--- src/rtl/ov7670_emulador.sv ---
// OV7670 sensor emulator, transmit side of the camera capture interface.
// Emits PCLK (clk/2), VSYNC, HREF and an 8-bit bus carrying RGB565 test
// frames, two bytes per pixel, high byte first.
// Optional feature: define OV7670_EMU_HSYNC_EN to add an hsync output that
// is high during the horizontal blanking slots of every line.
module ov7670_emulador #(
    parameter int H_ACTIVE      = 160,
    parameter int H_BLANK       = 32,
    parameter int V_SYNC_LINES  = 3,
    parameter int V_BACK_LINES  = 2,
    parameter int V_ACTIVE      = 120,
    parameter int V_FRONT_LINES = 2
) (
    input  logic        clk,
    input  logic        async_reset,
    input  logic        enable,
    input  logic [1:0]  pattern_sel,
    input  logic [15:0] solid_color,
    output logic        pclk,
    output logic        vsync,
    output logic        href,
    output logic [7:0]  data,
    output logic        busy,
`ifdef OV7670_EMU_HSYNC_EN
    output logic        hsync,
`endif
    output logic        frame_done
);

    localparam int LINE_SLOTS = 2 * H_ACTIVE + H_BLANK;
    localparam int ACT_SLOTS  = 2 * H_ACTIVE;
    localparam int BAR_W      = H_ACTIVE / 8;
    localparam int MAX_A      = (V_SYNC_LINES > V_BACK_LINES) ? V_SYNC_LINES : V_BACK_LINES;
    localparam int MAX_B      = (V_ACTIVE > V_FRONT_LINES) ? V_ACTIVE : V_FRONT_LINES;
    localparam int MAX_LINES  = (MAX_A > MAX_B) ? MAX_A : MAX_B;
    localparam int SW         = $clog2(LINE_SLOTS);
    localparam int LW         = (MAX_LINES > 1) ? $clog2(MAX_LINES) : 1;
    localparam int BW         = (BAR_W > 1) ? $clog2(BAR_W) : 1;

    typedef enum logic [2:0] {
        IDLE   = 3'd0,
        VSYNC  = 3'd1,
        VBACK  = 3'd2,
        ACTIVE = 3'd3,
        VFRONT = 3'd4
    } state_t;

    // Index of the final line of each vertical region.
    function automatic logic [LW-1:0] last_line_of(input state_t st);
        case (st)
            VSYNC:   last_line_of = LW'(V_SYNC_LINES - 1);
            VBACK:   last_line_of = LW'(V_BACK_LINES - 1);
            ACTIVE:  last_line_of = LW'(V_ACTIVE - 1);
            VFRONT:  last_line_of = LW'(V_FRONT_LINES - 1);
            default: last_line_of = LW'(0);
        endcase
    endfunction

    // RGB565 colour of each of the eight vertical bars, left to right.
    function automatic logic [15:0] bar_color(input logic [2:0] idx);
        case (idx)
            3'd0:    bar_color = 16'hFFFF;
            3'd1:    bar_color = 16'hFFE0;
            3'd2:    bar_color = 16'h07FF;
            3'd3:    bar_color = 16'h07E0;
            3'd4:    bar_color = 16'hF81F;
            3'd5:    bar_color = 16'hF800;
            3'd6:    bar_color = 16'h001F;
            default: bar_color = 16'h0000;
        endcase
    endfunction

    state_t          state_r;
    logic            ph_r;
    logic [SW-1:0]   slot_r;
    logic [LW-1:0]   line_r;
    logic [2:0]      bar_idx_r;
    logic [BW-1:0]   bar_cnt_r;
    logic [1:0]      pat_r;
    logic [15:0]     solid_r;

    logic            vsync_r;
    logic            href_r;
    logic [7:0]      data_r;
    logic            busy_r;
    logic            frame_done_r;

    state_t          nxt_state_s;
    logic [SW-1:0]   nxt_slot_s;
    logic [LW-1:0]   nxt_line_s;
    logic [2:0]      nxt_bar_idx_s;
    logic [BW-1:0]   nxt_bar_cnt_s;
    logic            last_slot_s;
    logic            last_line_s;
    logic            frame_end_s;
    logic            adv_s;

    logic            in_active_s;
    logic            vsync_s;
    logic            href_s;
    logic [7:0]      data_s;
    logic [15:0]     pix_s;

    // A new slot begins on every edge in IDLE and on every ph=1 edge while busy.
    assign adv_s       = (state_r == IDLE) || ph_r;
    assign frame_end_s = (state_r == VFRONT) && last_slot_s && last_line_s;

    // Position of the slot that starts at the next slot boundary.
    always_comb begin
        nxt_state_s   = state_r;
        nxt_slot_s    = slot_r;
        nxt_line_s    = line_r;
        nxt_bar_idx_s = bar_idx_r;
        nxt_bar_cnt_s = bar_cnt_r;
        last_slot_s   = (slot_r == SW'(LINE_SLOTS - 1));
        last_line_s   = (line_r == last_line_of(state_r));
        if (state_r == IDLE) begin
            nxt_slot_s    = SW'(0);
            nxt_line_s    = LW'(0);
            nxt_bar_idx_s = 3'd0;
            nxt_bar_cnt_s = BW'(0);
            if (enable) begin
                nxt_state_s = VSYNC;
            end else begin
                nxt_state_s = IDLE;
            end
        end else if (last_slot_s) begin
            nxt_slot_s    = SW'(0);
            nxt_bar_idx_s = 3'd0;
            nxt_bar_cnt_s = BW'(0);
            if (last_line_s) begin
                nxt_line_s = LW'(0);
                case (state_r)
                    VSYNC:   nxt_state_s = VBACK;
                    VBACK:   nxt_state_s = ACTIVE;
                    ACTIVE:  nxt_state_s = VFRONT;
                    VFRONT:  nxt_state_s = enable ? VSYNC : IDLE;
                    default: nxt_state_s = IDLE;
                endcase
            end else begin
                nxt_line_s = line_r + LW'(1);
            end
        end else begin
            nxt_slot_s = slot_r + SW'(1);
            // A pixel ends after its odd (low) byte; the bar advances every BAR_W pixels.
            if (slot_r[0]) begin
                if (bar_cnt_r == BW'(BAR_W - 1)) begin
                    nxt_bar_cnt_s = BW'(0);
                    nxt_bar_idx_s = bar_idx_r + 3'd1;
                end else begin
                    nxt_bar_cnt_s = bar_cnt_r + BW'(1);
                end
            end else begin
                nxt_bar_cnt_s = bar_cnt_r;
                nxt_bar_idx_s = bar_idx_r;
            end
        end
    end

    // Interface values for the upcoming slot.
    always_comb begin
        in_active_s = (int'(nxt_slot_s) < ACT_SLOTS);
        vsync_s     = (nxt_state_s == VSYNC);
        href_s      = (nxt_state_s == ACTIVE) && in_active_s;
        pix_s       = 16'h0000;
        data_s      = 8'h00;
        if (href_s) begin
            case (pat_r)
                2'd0: data_s = 8'(nxt_slot_s);
                2'd1: data_s = nxt_slot_s[0] ? solid_r[7:0] : solid_r[15:8];
                2'd2: begin
                    pix_s  = bar_color(nxt_bar_idx_s);
                    data_s = nxt_slot_s[0] ? pix_s[7:0] : pix_s[15:8];
                end
                2'd3: data_s = 8'(nxt_line_s);
                default: data_s = 8'h00;
            endcase
        end else begin
            data_s = 8'h00;
        end
    end

    // Slot position, pclk phase and the settings latched at frame start.
    always_ff @(posedge clk or posedge async_reset) begin
        if (async_reset) begin
            state_r   <= IDLE;
            ph_r      <= 1'b0;
            slot_r    <= SW'(0);
            line_r    <= LW'(0);
            bar_idx_r <= 3'd0;
            bar_cnt_r <= BW'(0);
            pat_r     <= 2'd0;
            solid_r   <= 16'h0000;
        end else if (adv_s) begin
            state_r   <= nxt_state_s;
            ph_r      <= 1'b0;
            slot_r    <= nxt_slot_s;
            line_r    <= nxt_line_s;
            bar_idx_r <= nxt_bar_idx_s;
            bar_cnt_r <= nxt_bar_cnt_s;
            if (((state_r == IDLE) || frame_end_s) && enable) begin
                pat_r   <= pattern_sel;
                solid_r <= solid_color;
            end else begin
                pat_r   <= pat_r;
                solid_r <= solid_r;
            end
        end else begin
            ph_r <= 1'b1;
        end
    end

    // Registered interface outputs; they only change where a slot begins.
    always_ff @(posedge clk or posedge async_reset) begin
        if (async_reset) begin
            vsync_r      <= 1'b0;
            href_r       <= 1'b0;
            data_r       <= 8'h00;
            busy_r       <= 1'b0;
            frame_done_r <= 1'b0;
        end else begin
            frame_done_r <= !ph_r && frame_end_s;
            if (adv_s) begin
                vsync_r <= vsync_s;
                href_r  <= href_s;
                data_r  <= data_s;
                busy_r  <= (nxt_state_s != IDLE);
            end
        end
    end

`ifdef OV7670_EMU_HSYNC_EN
    logic hsync_r;

    // Horizontal blanking marker, same slot timing as href.
    always_ff @(posedge clk or posedge async_reset) begin
        if (async_reset) begin
            hsync_r <= 1'b0;
        end else if (adv_s) begin
            hsync_r <= (nxt_state_s != IDLE) && !in_active_s;
        end
    end

    assign hsync = hsync_r;
`endif

    assign pclk       = ph_r;
    assign vsync      = vsync_r;
    assign href       = href_r;
    assign data       = data_r;
    assign busy       = busy_r;
    assign frame_done = frame_done_r;

endmodule
--- config.mk ---
export PLATFORM = sky130hd
export DESIGN_NAME = ov7670_emulador
export DESIGN_NICKNAME = d
export VERILOG_FILES = /design/src/rtl/ov7670_emulador.sv
export SDC_FILE = /design/constraint.sdc
export NUM_CORES = 1
export LEC_CHECK = 0
export BUFFER_PORTS_ARGS = -buffer_cell sky130_fd_sc_hd__clkbuf_2
export CAP_MARGIN = 20
export CORE_MARGIN = 4
export CORE_UTILIZATION = 46
export DETAILED_ROUTE_END_ITERATION = 16
export HOLD_SLACK_MARGIN = 0.03
export PLACE_DENSITY_LB_ADDON = 0.1
export SYNTH_ARGS = -nofsm -noshare
export SYNTH_HDL_FRONTEND = slang
export SYNTH_SLANG_ARGS = --single-unit
--- constraint.sdc ---
create_clock -name clk -period 2.4 [get_ports clk]
set_clock_uncertainty 0.1 [all_clocks]
set_input_delay 0.36 -clock clk [delete_from_list [all_inputs] [get_ports clk]]
set_output_delay 0.36 -clock clk [all_outputs]
set_load 0.01 [all_outputs]
==> flow_metrics.tcl <==
set metrics [dict create \
    drv_slew 0 \
    routed_via_density 5.80 \
    status "complete, but fails checks" \
    fin_total_pwr_w 0.00329 \
    ys_seq_area_share_pct 41.3 \
    stdcell_area_um2 4320 \
    synth_warnings 0 \
    power_density_nw_per_um2 762 \
    hold_viol 0 \
    clk_path_buf_depth 2 \
    cts.sinks 58 \
    timing.final.crit_share_pct 103 \
    syn-instance-count 368 \
    r2r_end "solid_r[12]" \
    die_h_um 95.4 \
    fmax_mhz 403 \
    clk_latency_ps 340 \
    p_int_w 0.00212 \
    portBuffers 33 \
    wl_per_cell_um 17.2 \
    p_comb_share_pct 38.1 \
    dp_hpwl_mm 6.70 \
    finalCriticalPeriod_ps 2480 \
    fill_cells 652 \
    cp-startpoint "line_r[1]" \
    crit_slowest_cell "or4_4" \
    synth_nets 393 \
    rrSetupSlack_ps -80 \
    end_kind "register" \
    p_switching_w 0.00117 \
    drv_cap 0 \
    violations "setup timing" \
    clk_pin_slew_ps 70 \
    grt_pass1_wl_mm 15.5 \
    power_leakage_nw 1.93 \
    timing.critical_path.buf_inv 1 \
    grt_pass1_vias 3058 \
    holdPathEnd "solid_r[3]" \
    dr.pass1.iters 4 \
    grt_util_all_layers_pct 22.6 \
    crit_family "simple AND/OR/NAND/NOR gates" \
    cts_buffers 9 \
    synth_top_flop_cell "dfrtp_1" \
    dieArea_um2 9100 \
    clkPwrFrac_pct 22.4 \
    drive_above_1_share_pct 32.0 \
    final_nets 462 \
    synth.cell_area_um2 3510 \
    grt_setup_unrepaired "yes" \
    holdPathStages 2 \
    postRouteAntennaNets 0 \
    htreeDepth 3 \
    ioPinCount 34 \
    final_util_pct 58.9 \
    layout_common_cells "dfrtp_1, buf_4, clkbuf_2, nand2_1, o21ai_0" \
    syn_avg_cell_area_um2 9.55 \
    min_path_type "input pin to register" \
    whs_ps 161 \
    startpoint_type "register" \
    wirelength_mm 9.22 \
    post_dp_cell_area_um2 4090 \
    hold_start "solid_color[3]" \
    max-vdd-ir-drop_mv 0.456 \
    final_common_cell "dfrtp_1" \
    rr_startpoint "line_r[1]" \
    cpPeakStageDelay_ps 500 \
    cts_tree "done" \
    syn_to_final_growth_pct 22.8 \
    worstMarginPinSlew_ps 580 \
    cp.depth 7 \
    antenna_found_initial 0 \
    r2r.worst_path.cells 7 \
    cp.required_ps 2510 \
    globalplace.congestion 0.915 \
    crit_fanout 18 \
    relSlewSlack_pct 61.4 \
    num_vias 3113 \
    n_antenna_cell 0 \
    async_flop_share_pct 100 \
    ys_seq_elements 58 \
    path_cells "xor2_2, or4_4, a211oi_4, nand2_4, a21oi_4, buf_12, mux2_2" \
    path_class "register to register" \
    root_buffer "clkbuf_8" \
    finalSetupViolations 23 \
    grt_max_degree 36 \
    finalWorstSetupSlack_ps -78.7 \
    rows 31 \
    grt_overflow 0 \
    core_area_um2 7330 \
    synth_edf_count 0 \
    drt_iter0_drc 170 \
    start_util_pct 47.9 \
    swShare_pct 35.5 \
    cp.arrival_ps 2590 \
    drc 0 \
    die_w_um 95.4 \
    synthDistinctLibCells 62 \
    pwr-share-seq_pct 39.5 \
]
per-layer routing:
layer	track usage, %	part of all wire, %	vias to the layer above
met4	8.89	1.8	0
met5	0	0	-
met2	35.3	47	84
met1	31.3	45	1524
met3	4.03	5.3	15
li1	-	-	1490
state kept, by name, indices dropped and copies added, names as in the netlist, 2 cells and up:
signal	flops
bar_cnt_r	5
bar_idx_r	3
data	8
line_r	7
pat_r	2
slot_r	9
solid_r	16
state_r	3
cell usage after synthesis, drive strengths merged, types with 4 or more instances:
cell type,count,area share [%]
dfrtp,58,41
nand2,33,3.7
o21ai,28,4.0
nor2,23,2.5
mux2,22,8.1
a21oi,18,3.0
clkbuf,17,1.8
nand3,13,1.9
nor3,13,1.9
buf,10,2.0
inv,10,1.1
mux2i,8,2.3
nand4,8,1.4
xor2,8,2.2
a211oi,7,1.9
a22o,7,1.7
and3,6,1.1
nor2b,6,1.1
nand2b,5,0.89
or3,5,0.89
ha,4,1.4
nor4b,4,1.0
xnor2,4,1.0
final cells by class:
class / instances / area (um^2) / area share (%)
clock buffers: 11 / 141 / 3.28
inverters: 10 / 37.5 / 0.870
clock inverters: 1 / 5.00 / 0.116
repair buffers: 85 / 607 / 14.1
flip-flops and latches: 58 / 1450 / 33.7
well taps: 99 / 124 / 2.87
multi-input cells: 273 / 1950 / 45.2
power groups by stage:
stage	logic (W)	registers, W	clock network [W]
after floorplan	0.000876	0.00127	0
after global placement	0.00121	0.00131	0
final	0.00125	0.00130	0.000737
after detailed placement	0.00123	0.00132	0
after global routing	0.00139	0.00133	0.000824
after CTS	0.00124	0.00130	0.000767
kinds of logic (layout without fill, tap and decap cells):
group	Yosys count	in the layout	share of synthesized area, %
AOI/OAI and AO/OA	94	94	18.6
buffers and inverters	37	107	4.88
DFF	58	58	41.3
muxes	30	30	10.4
xor gates and xnor gates	12	12	3.20
adders and majority gates	4	4	1.42
and+or+nand+nor	133	133	20.2
through the flow:
stage / TNS (ps) / worst slack [ps] / instances
after detailed placement: -364 / -45.1 / 522
final: -1020 / -78.7 / 537
after global routing: -3380 / -171 / 537
after global placement: -204 / -24.4 / 522
after CTS: -880 / -69.7 / 537
after floorplan: -2760 / -202 / 368
worst max path at each step:
stage | endpoint | slack, ps
after floorplan | pat_r[1] | -200
final | solid_r[12] | -80
after global placement | data[5] | -20
after global routing | solid_r[9] | -170
after detailed placement | data[5] | -50
after CTS | solid_r[12] | -70
timing repair:
item,CTS,global route
pin swaps,1,3
hold buffers,1,0
resized for setup,7,8
setup buffers,2,0
endpoints found under the setup margin,25,28
hold endpoints to repair,23,0
worst register-to-register path: cells and delay by family, from the launching register on:
kind                   cells  cell delay, ps
AO/OA/AOI/OAI              2             510
XOR/XNOR                   1             180
flip-flops                 1             420
AND/OR/NAND/NOR            2             590
multiplexers               1             360
buffers and inverters      1             190
(Power assumes the default switching activity.)
